File: src/rtl/timing_detector.sv
// rtl/timing_detector.sv - video timing measurement, lock detection and active-area coordinate recovery
//
// Measures the incoming raster (line period, lines per frame, active width,
// active lines), publishes the measurements once per frame on the vSync rising
// edge, and declares lock after consecutive identical, non-saturated frames.
// It also recovers the pixel coordinates inside the active area.
//
// Ports:
//   pixel_clk            sole clock, rising edge
//   reset                asynchronous, active-high
//   hSync, vSync, vde    active-high sync / data-enable, synchronous to pixel_clk
//   total_x, total_y     pixels per line, lines per frame
//   active_x, active_y   vde-high pixels per line, vde-active lines per frame
//   pos_x, pos_y         active-area coordinates, qualified by pos_valid
//   locked               high while the timing is stable
//   err_count            lock-loss event counter
//
// Optional feature: define TIMING_DET_ERRCNT_EN to count LOCKED->TRACK
// transitions on err_count; otherwise err_count is tied to 0.
module timing_detector #(
   parameter int W           = 12,
   parameter int LOCK_FRAMES = 2
) (
   input  logic         pixel_clk,
   input  logic         reset,
   input  logic         hSync,
   input  logic         vSync,
   input  logic         vde,
   output logic [W-1:0] total_x,
   output logic [W-1:0] total_y,
   output logic [W-1:0] active_x,
   output logic [W-1:0] active_y,
   output logic [W-1:0] pos_x,
   output logic [W-1:0] pos_y,
   output logic         pos_valid,
   output logic         locked,
   output logic [15:0]  err_count
);

   localparam logic [W-1:0] MAX = {W{1'b1}};

   typedef enum logic [1:0] {SEARCH, TRACK, LOCKED} state_t;

   function automatic logic [W-1:0] sat_inc(input logic [W-1:0] v);
      return (v == MAX) ? v : v + 1'b1;
   endfunction

   logic         hs1, hs2, vs1, vs2, de1, de2;
   logic         h_rise, v_rise, de_rise, de_fall;
   logic [W-1:0] h_cnt, h_hold;     // line period
   logic [W-1:0] a_cnt, a_hold;     // active width
   logic [W-1:0] l_cnt;             // hSync edges this frame
   logic [W-1:0] al_cnt;            // active lines this frame
   logic         frame_inv, any_sat, frame_bad, meas_eq, frame_ok;
   state_t       state, state_nx;
   logic [3:0]   match_cnt, match_nx;

   // Edges are taken between stage 1 and stage 2 so every derived output
   // lines up with the stage-2 copy of the inputs.
   assign h_rise  = hs1 & ~hs2;
   assign v_rise  = vs1 & ~vs2;
   assign de_rise = de1 & ~de2;
   assign de_fall = ~de1 & de2;

   assign any_sat   = (h_cnt == MAX) | (a_cnt == MAX) | (l_cnt == MAX) | (al_cnt == MAX);
   assign frame_bad = frame_inv | any_sat;
   assign meas_eq   = (h_hold == total_x) && (l_cnt == total_y) &&
                      (a_hold == active_x) && (al_cnt == active_y);
   assign frame_ok  = meas_eq & ~frame_bad;

   assign pos_valid = de2;
   assign locked    = (state == LOCKED);

   always_ff @(posedge pixel_clk or posedge reset) begin
      if (reset) begin
         hs1 <= 1'b0; hs2 <= 1'b0;
         vs1 <= 1'b0; vs2 <= 1'b0;
         de1 <= 1'b0; de2 <= 1'b0;
         h_cnt     <= '0; h_hold <= '0;
         a_cnt     <= '0; a_hold <= '0;
         l_cnt     <= '0; al_cnt <= '0;
         total_x   <= '0; total_y  <= '0;
         active_x  <= '0; active_y <= '0;
         pos_x     <= '0; pos_y    <= '0;
         frame_inv <= 1'b0;
      end else begin
         hs1 <= hSync; hs2 <= hs1;
         vs1 <= vSync; vs2 <= vs1;
         de1 <= vde;   de2 <= de1;

         // The edge cycle is the first cycle of the new line.
         if (h_rise) begin
            h_hold <= h_cnt;
            h_cnt  <= W'(1);
         end else begin
            h_cnt  <= sat_inc(h_cnt);
         end

         if (de_fall) begin
            a_hold <= a_cnt;
            a_cnt  <= '0;
         end else if (de1) begin
            a_cnt  <= sat_inc(a_cnt);
         end

         // Coincident line events belong to the frame that is just starting.
         if (v_rise) begin
            total_x   <= h_hold;
            total_y   <= l_cnt;
            active_x  <= a_hold;
            active_y  <= al_cnt;
            l_cnt     <= h_rise  ? W'(1) : '0;
            al_cnt    <= de_fall ? W'(1) : '0;
            frame_inv <= 1'b0;
         end else begin
            if (h_rise)  l_cnt  <= sat_inc(l_cnt);
            if (de_fall) al_cnt <= sat_inc(al_cnt);
            if (any_sat) frame_inv <= 1'b1;
         end

         if (de_rise)  pos_x <= '0;
         else if (de1) pos_x <= sat_inc(pos_x);

         if (v_rise)       pos_y <= '0;
         else if (de_fall) pos_y <= sat_inc(pos_y);
      end
   end

   always_ff @(posedge pixel_clk or posedge reset) begin
      if (reset) begin
         state     <= SEARCH;
         match_cnt <= '0;
      end else begin
         state     <= state_nx;
         match_cnt <= match_nx;
      end
   end

   // A match means the new frame equals the previous one, so match_cnt+1
   // matches span match_cnt+2 identical frames.
   always_comb begin
      state_nx = state;
      match_nx = match_cnt;
      if (v_rise) begin
         case (state)
            SEARCH: begin
               state_nx = TRACK;
               match_nx = '0;
            end
            TRACK: begin
               if (frame_ok) begin
                  if (int'(match_cnt) + 2 >= LOCK_FRAMES) begin
                     state_nx = LOCKED;
                     match_nx = '0;
                  end else begin
                     match_nx = match_cnt + 4'd1;
                  end
               end else begin
                  match_nx = '0;
               end
            end
            LOCKED: begin
               if (!frame_ok) begin
                  state_nx = TRACK;
                  match_nx = '0;
               end
            end
            default: begin
               state_nx = SEARCH;
               match_nx = '0;
            end
         endcase
      end
   end

`ifdef TIMING_DET_ERRCNT_EN
   logic lose;
   assign lose = v_rise & (state == LOCKED) & ~frame_ok;

   always_ff @(posedge pixel_clk or posedge reset) begin
      if (reset)
         err_count <= '0;
      else if (lose && err_count != 16'hFFFF)
         err_count <= err_count + 16'd1;
   end
`else
   assign err_count = 16'd0;
`endif

endmodule

File: config.mk
export PLATFORM = sky130hd
export DESIGN_NAME = timing_detector
export DESIGN_NICKNAME = d
export VERILOG_FILES = /design/src/rtl/timing_detector.sv
export SDC_FILE = /design/constraint.sdc
export NUM_CORES = 1
export LEC_CHECK = 0
export CORE_ASPECT_RATIO = 1.5
export CORE_MARGIN = 1.5
export CORE_UTILIZATION = 58
export CTS_BUF_LIST = sky130_fd_sc_hd__clkbuf_8
export DETAILED_ROUTE_END_ITERATION = 10
export PLACE_DENSITY = 0.84
export SETUP_SLACK_MARGIN = 0.3
export SLEW_MARGIN = 0
export SYNTH_ARGS = -nofsm -noshare
export SYNTH_HDL_FRONTEND = slang
export SYNTH_SLANG_ARGS = --single-unit
File: constraint.sdc
create_clock -name pixel_clk -period 7.6 [get_ports pixel_clk]
set_input_delay 1.52 -clock pixel_clk [delete_from_list [all_inputs] [get_ports pixel_clk]]
set_output_delay 1.52 -clock pixel_clk [all_outputs]
set_load 0.03 [all_outputs]
==> reports/summary.txt, run 1 <==
Global Route Usage Sum: 26.3%
initial antenna violation count: 0
Pwr Density: 219 nW/um2
area grow syn2layout: 16.7%
crit-path cells: nand2b_1, inv_1, clkdlybuf4s50_1
endpoints failing hold: 0
leading cell type in the layout, fill and taps excluded: nand2_1
CTS Buf Count: 17
DRC viols: 0
fin crit share: 44.6%
Hold WS: 0.410 ns
crit path kind: reg2out
slowest CP cell: clkdlybuf4s50_1
Post-Route Setup TNS: 0 ns
per-cell routed wire length: 15.6 um
Final ANT Viol Nets: 0
dpl cells: 1,020
slowest stage delay, CP: 0.68 ns
row cnt: 50
clk slew on worst S/H paths: 0.08 ns
maximum vdd drop: 128 uV
met3 Usage GRT: 6.09%
Post-CTS Hold Buffers: 0
Tmin final: 3.39 ns
dpl cell area: 8330 um2
Avg Inst Size Synth: 9.21 um2
Crit path required time: 6.08 ns
RSZ-0062 raised after global routing: no
CP Launch Type: register
routing usage on met1: 32.7%
CP Max Fanout: 6
final wirelength: 16.4 mm
clock latency on the worst-skew pair: 0.45 ns
gr busiest metal: met2
status: finished, final reports clean
Post-synth EDFFs: 0
RD Place Congestion: 0.808
Seq cells post-synth: 157
Core Area: 12,600 um2
Final setup viols: 0
Syn Inst Count: 814
Worst Tran Pin Value: 0.978 ns
nets: 897
die extent in x: 95.8 um
DP Worst Slack: 4.01 ns
Slew Limit Fails: 0
Synthesis Warnings: 0
Clock Tree Root: clkbuf_8
met2 usage: 43.8%
share of cells above drive strength 1: 5.48%
Clock Sink Count: 157
crit path DAT: 1.87 ns
final instance area: 8750 um2
Via Count: 5,855
Die Footprint: 13,600 um2
Iter 0 DRT Violations: 399
Top Ports: 95
Synth Flop Type: dfrtp_1
Max-slew headroom: 34.8%
most frequent cells in the layout: 246 x nand2_1, 157 x dfrtp_1, 78 x clkdlybuf4s50_1
total of fill cells in the finished design: 949
asr flop ratio synth: 100%
Seq/Total Area, Yosys: 52.4%
Initial Utilization: 59.6%
Max-cap violations: 0
CTS tree: built
gr ovfl total: 0
global-route wire length before repair: 27.5 mm
fin cells: 1,050
largest net degree at the start of global routing: 82
synth unique cells: 49
Bufs on Longest Clock Path: 2
CP endpoint kind: primary output
CTS resizes: 0
H-tree depth: 4
Syn Std Cell Area: 7490 um2
Ant. Diodes: 0
input/output buffers: 78
Pleak: 4.11 nW
Worst Hold Class: reg2reg
Die Ht: 142 um
setup repair bufs after CTS: 0
Via density: 5.58
post-DP HPWL: 11.0 mm
max frequency: 295 MHz
drt pass-1 iters: 7
vias in the first global route: 5,688
Worst Skew: 0.00747 ns
final setup slack of the worst path: 4.21 ns
-- kinds of logic (layout without fill, tap and decap cells) --
group | Yosys count | in the layout | synth area share [%]
and+or+nand+nor | 439 | 439 | 26.2
DFF | 157 | 157 | 52.4
xor gates and xnor gates | 97 | 97 | 11.3
buffers and inverters | 58 | 123 | 3.86
AOI/OAI and AO/OA | 51 | 51 | 4.37
adders and majority gates | 9 | 9 | 1.50
muxes | 2 | 2 | 0.267
other | 1 | 16 | 0.0500
-- cell usage after synthesis, drive strengths merged, types with 5 or more instances --
cell    instances  area share [%]
o21ai          22             1.5
nor4            7            0.58
and4            5            0.70
inv            10            0.50
xor2           35             4.1
and3           11            0.93
nor3            7            0.47
nand2         246              12
nand3          29             1.9
buf            26             2.3
or3            10            0.83
nor2           69             3.5
a21oi          15             1.0
nand4          37             3.2
clkbuf         22             1.1
ha              9             1.5
dfrtp         157              52
xnor2          62             7.2
-- final cells by class --
cell class / instances / area, um2 / area share [%]
Multi-Input combinational cell: 614 / 3340 / 38.2
Tap cell: 156 / 195 / 2.23
Clock inverter: 8 / 115 / 1.32
Timing Repair Buffer: 83 / 818 / 9.36
Inverter: 10 / 42.5 / 0.486
Sequential cell: 157 / 3930 / 44.9
Clock buffer: 22 / 303 / 3.46
-- report_power, final --
group / leakage [nW] / internal (W) / switching [W]
logic: 1.75 / 0.000113 / 0.000185
registers: 2.14 / 0.000890 / 0.0000716
clock network: 0.219 / 0.000362 / 0.000290
-- critical path, delay by kind of cell, from the launching register on --
family	cells	cell delay, ns
buffers and inverters	2	0.78
and+or+nand+nor	1	0.22
DFF	1	0.43
-- worst paths after layout --
| path | startpoint | to | slack [ns] | depth (start not counted) |
|---|---|---|---|---|
| setup / recovery | state[0] | locked | 4.21 | 3 |
| setup reg to reg | l_cnt[0] | l_cnt[9] | 5.19 | 7 |
| hold reg to reg | hs1 | hs2 | 0.41 | 0 |
| min in group asynchronous | reset | total_x[2] | 1.56 | 2 |
| max in group asynchronous | reset | pos_x[7] | 4.57 | 3 |
| hold / removal | hs1 | hs2 | 0.41 | 0 |
-- per-stage QoR --
stage               total power, W  utilization [%]
finish                     0.00191             69.6
global route               0.00199             69.6
CTS                        0.00192             69.6
detailed placement         0.00127             66.2
global placement           0.00126             66.2
floorplan                  0.00117                -
-- routing by layer --
metal / vias to the layer above / part of all wire, %
li1: 2793 / -
met5: - / 0
met3: 30 / 4.7
met1: 2852 / 40
met2: 180 / 52
met4: 0 / 2.9
-- registers in the layout (all words and copies together) (netlist names) --
register	flops
hs2	1
vs2	1
h_cnt	12
de1	1
match_cnt	4
pos_y	12
l_cnt	12
total_x	12
frame_inv	1
total_y	12
state	2
a_cnt	12
pos_valid	1
hs1	1
h_hold	12
a_hold	12
al_cnt	12
active_x	12
vs1	1
pos_x	12
active_y	12
Power figures use the tool's default switching activity.
==> run 2: changes to the inputs <==
--- a/config.mk
+++ b/config.mk
@@ -7,10 +7,10 @@
 export LEC_CHECK = 0
 export CORE_ASPECT_RATIO = 1.5
 export CORE_MARGIN = 1.5
-export CORE_UTILIZATION = 58
+export CORE_UTILIZATION = 52
 export CTS_BUF_LIST = sky130_fd_sc_hd__clkbuf_8
 export DETAILED_ROUTE_END_ITERATION = 10
-export PLACE_DENSITY = 0.84
+export PLACE_DENSITY = 0.8
 export SETUP_SLACK_MARGIN = 0.3
 export SLEW_MARGIN = 0
 export SYNTH_ARGS = -nofsm -noshare
==> constraint.sdc (replaced) <==
create_clock -name pixel_clk -period 2.75 [get_ports pixel_clk]
set_input_delay 0.55 -clock pixel_clk [delete_from_list [all_inputs] [get_ports pixel_clk]]
set_output_delay 0.55 -clock pixel_clk [all_outputs]
set_load 0.03 [all_outputs]
==> reports/summary.txt, run 2 (synthesis gave the netlist of run 1 again) <==
status: finished, final reports clean
post-DP HPWL: 11.4 mm
row cnt: 53
RD Place Congestion: 0.889
Die Footprint: 15,200 um2
Clock Tree Root: clkbuf_8
setup repair bufs after CTS: 0
Post-Route Setup TNS: 0 ns
Final setup viols: 0
CP Max Fanout: 7
Top Ports: 95
Post-CTS Hold Buffers: 0
Final ANT Viol Nets: 0
nets: 903
leading cell type in the layout, fill and taps excluded: nand2_1
most frequent cells in the layout: 246 x nand2_1, 157 x dfrtp_1, 77 x clkdlybuf4s50_1
Core Area: 14,100 um2
Die Ht: 150 um
gr ovfl total: 0
share of cells above drive strength 1: 6.00%
RSZ-0062 raised after global routing: no
met2 usage: 38.0%
clock latency on the worst-skew pair: 0.45 ns
Worst Hold Launch: hs1
Max-cap violations: 0
CTS resizes: 1
H-tree depth: 4
Via Count: 5,755
worst reg2reg path endpoint: l_cnt[9]
CTS tree: built
input/output buffers: 78
Worst Skew: 0.00864 ns
gr busiest metal: met2
global-route wire length before repair: 27.0 mm
Clock Sink Count: 157
register-to-register setup slack: 0.47 ns
Slew Limit Fails: 0
fin crit share: 83.0%
worst hold endpoint: hs2
drt pass-1 iters: 4
vias in the first global route: 5,481
Via density: 5.27
area grow syn2layout: 17.6%
met3 Usage GRT: 5.60%
total of fill cells in the finished design: 1,209
Worst Tran Pin Value: 0.710 ns
crit path DAT: 2.62 ns
Max-slew headroom: 52.5%
Crit path required time: 3.09 ns
DRC viols: 0
FF-to-FF Start: l_cnt[0]
Power Total: 0.00507 W
Hold WS: 0.411 ns
endpoints failing hold: 0
per-cell routed wire length: 14.8 um
Initial Utilization: 53.3%
final wirelength: 16.2 mm
Ant. Diodes: 0
Min-Delay Path Depth: 0
crit path kind: reg2reg
die extent in x: 101 um
max frequency: 438 MHz
Worst Hold Class: reg2reg
Pleak: 4.12 nW
Tmin final: 2.28 ns
routing usage on met1: 28.6%
maximum vdd drop: 322 uV
largest net degree at the start of global routing: 67
Pwr Density: 575 nW/um2
initial antenna violation count: 0
CTS Buf Count: 17
CP Launch Type: register
CP endpoint kind: register
clk slew on worst S/H paths: 0.08 ns
r2r worst-path depth: 7
Bufs on Longest Clock Path: 2
Global Route Usage Sum: 23.1%
Iter 0 DRT Violations: 327
==> run 2: cell types whose count changed in the layout (fill, tap and decap cells not counted), sizes merged <==
cell | previous run | this run
dlygate4sd2 | 0 | 1
clkdlybuf4s50 | 78 | 77
clkbuf | 22 | 20
bufinv | 3 | 1
buf | 5 | 11
clkinvlp | 1 | 3
clkinv | 2 | 4
==> run 2: final cells by class <==
type,count,area (um2),share of cell area (%)
well taps,192,240,2.72
multi-input cells,614,3340,37.9
clock buffers,20,275,3.12
inverters,10,41.3,0.468
flip-flops and latches,157,3930,44.6
clock inverters,10,76.3,0.866
repair buffers,89,912,10.3
==> run 2: worst max-delay path by stage <==
stage | start | end | slack [ns] | cells after the start
detailed placement | l_cnt[0] | l_cnt[9] | 0.57 | 7
global route | l_cnt[0] | l_cnt[9] | 0.33 | 7
floorplan | reset | a_cnt[0] | 0.21 | 1
finish | l_cnt[0] | l_cnt[9] | 0.47 | 7
global placement | al_cnt[0] | match_cnt[1] | 0.59 | 7
CTS | al_cnt[0] | match_cnt[1] | 0.53 | 7
==> run 2: per-layer routing <==
metal | wire length, um | vias to the layer above
li1 | - | 2802
met1 | 6620 | 2749
met2 | 8050 | 172
met3 | 925 | 32
met4 | 569 | 0
met5 | 0 | -
==> run 2: stage by stage <==
| step | setup WS (ns) | std cells | util, % | cell area [um2] |
|---|---|---|---|---|
| 3_3_place_gp | 0.592 | 1062 | 60.2 | 8470 |
| 4_1_cts | 0.527 | 1092 | 62.7 | 8820 |
| 2_1_floorplan | 0.213 | 829 | - | 7550 |
| 5_1_grt | 0.333 | 1092 | 62.7 | 8820 |
| 6_report | 0.467 | 1092 | 62.7 | 8820 |
| 3_5_place_dp | 0.566 | 1062 | 60.2 | 8470 |
==> run 2: power breakdown <==
group | internal, W | switching, W | leakage [nW]
Clock | 0.000760 | 0.000817 | 0.190
Combinational | 0.000324 | 0.000520 | 1.80
Sequential | 0.00246 | 0.000190 | 2.14
Total | 0.00354 | 0.00153 | 4.12
==> run 2: critical path, stage by stage, from the launching register on <==
cell,delay (ns)
dfrtp_1,0.46
ha_1,0.33
and2_1,0.17
and4_2,0.26
nor4_1,0.51
and3_1,0.26
xnor2_1,0.12
nor2_1,0.07
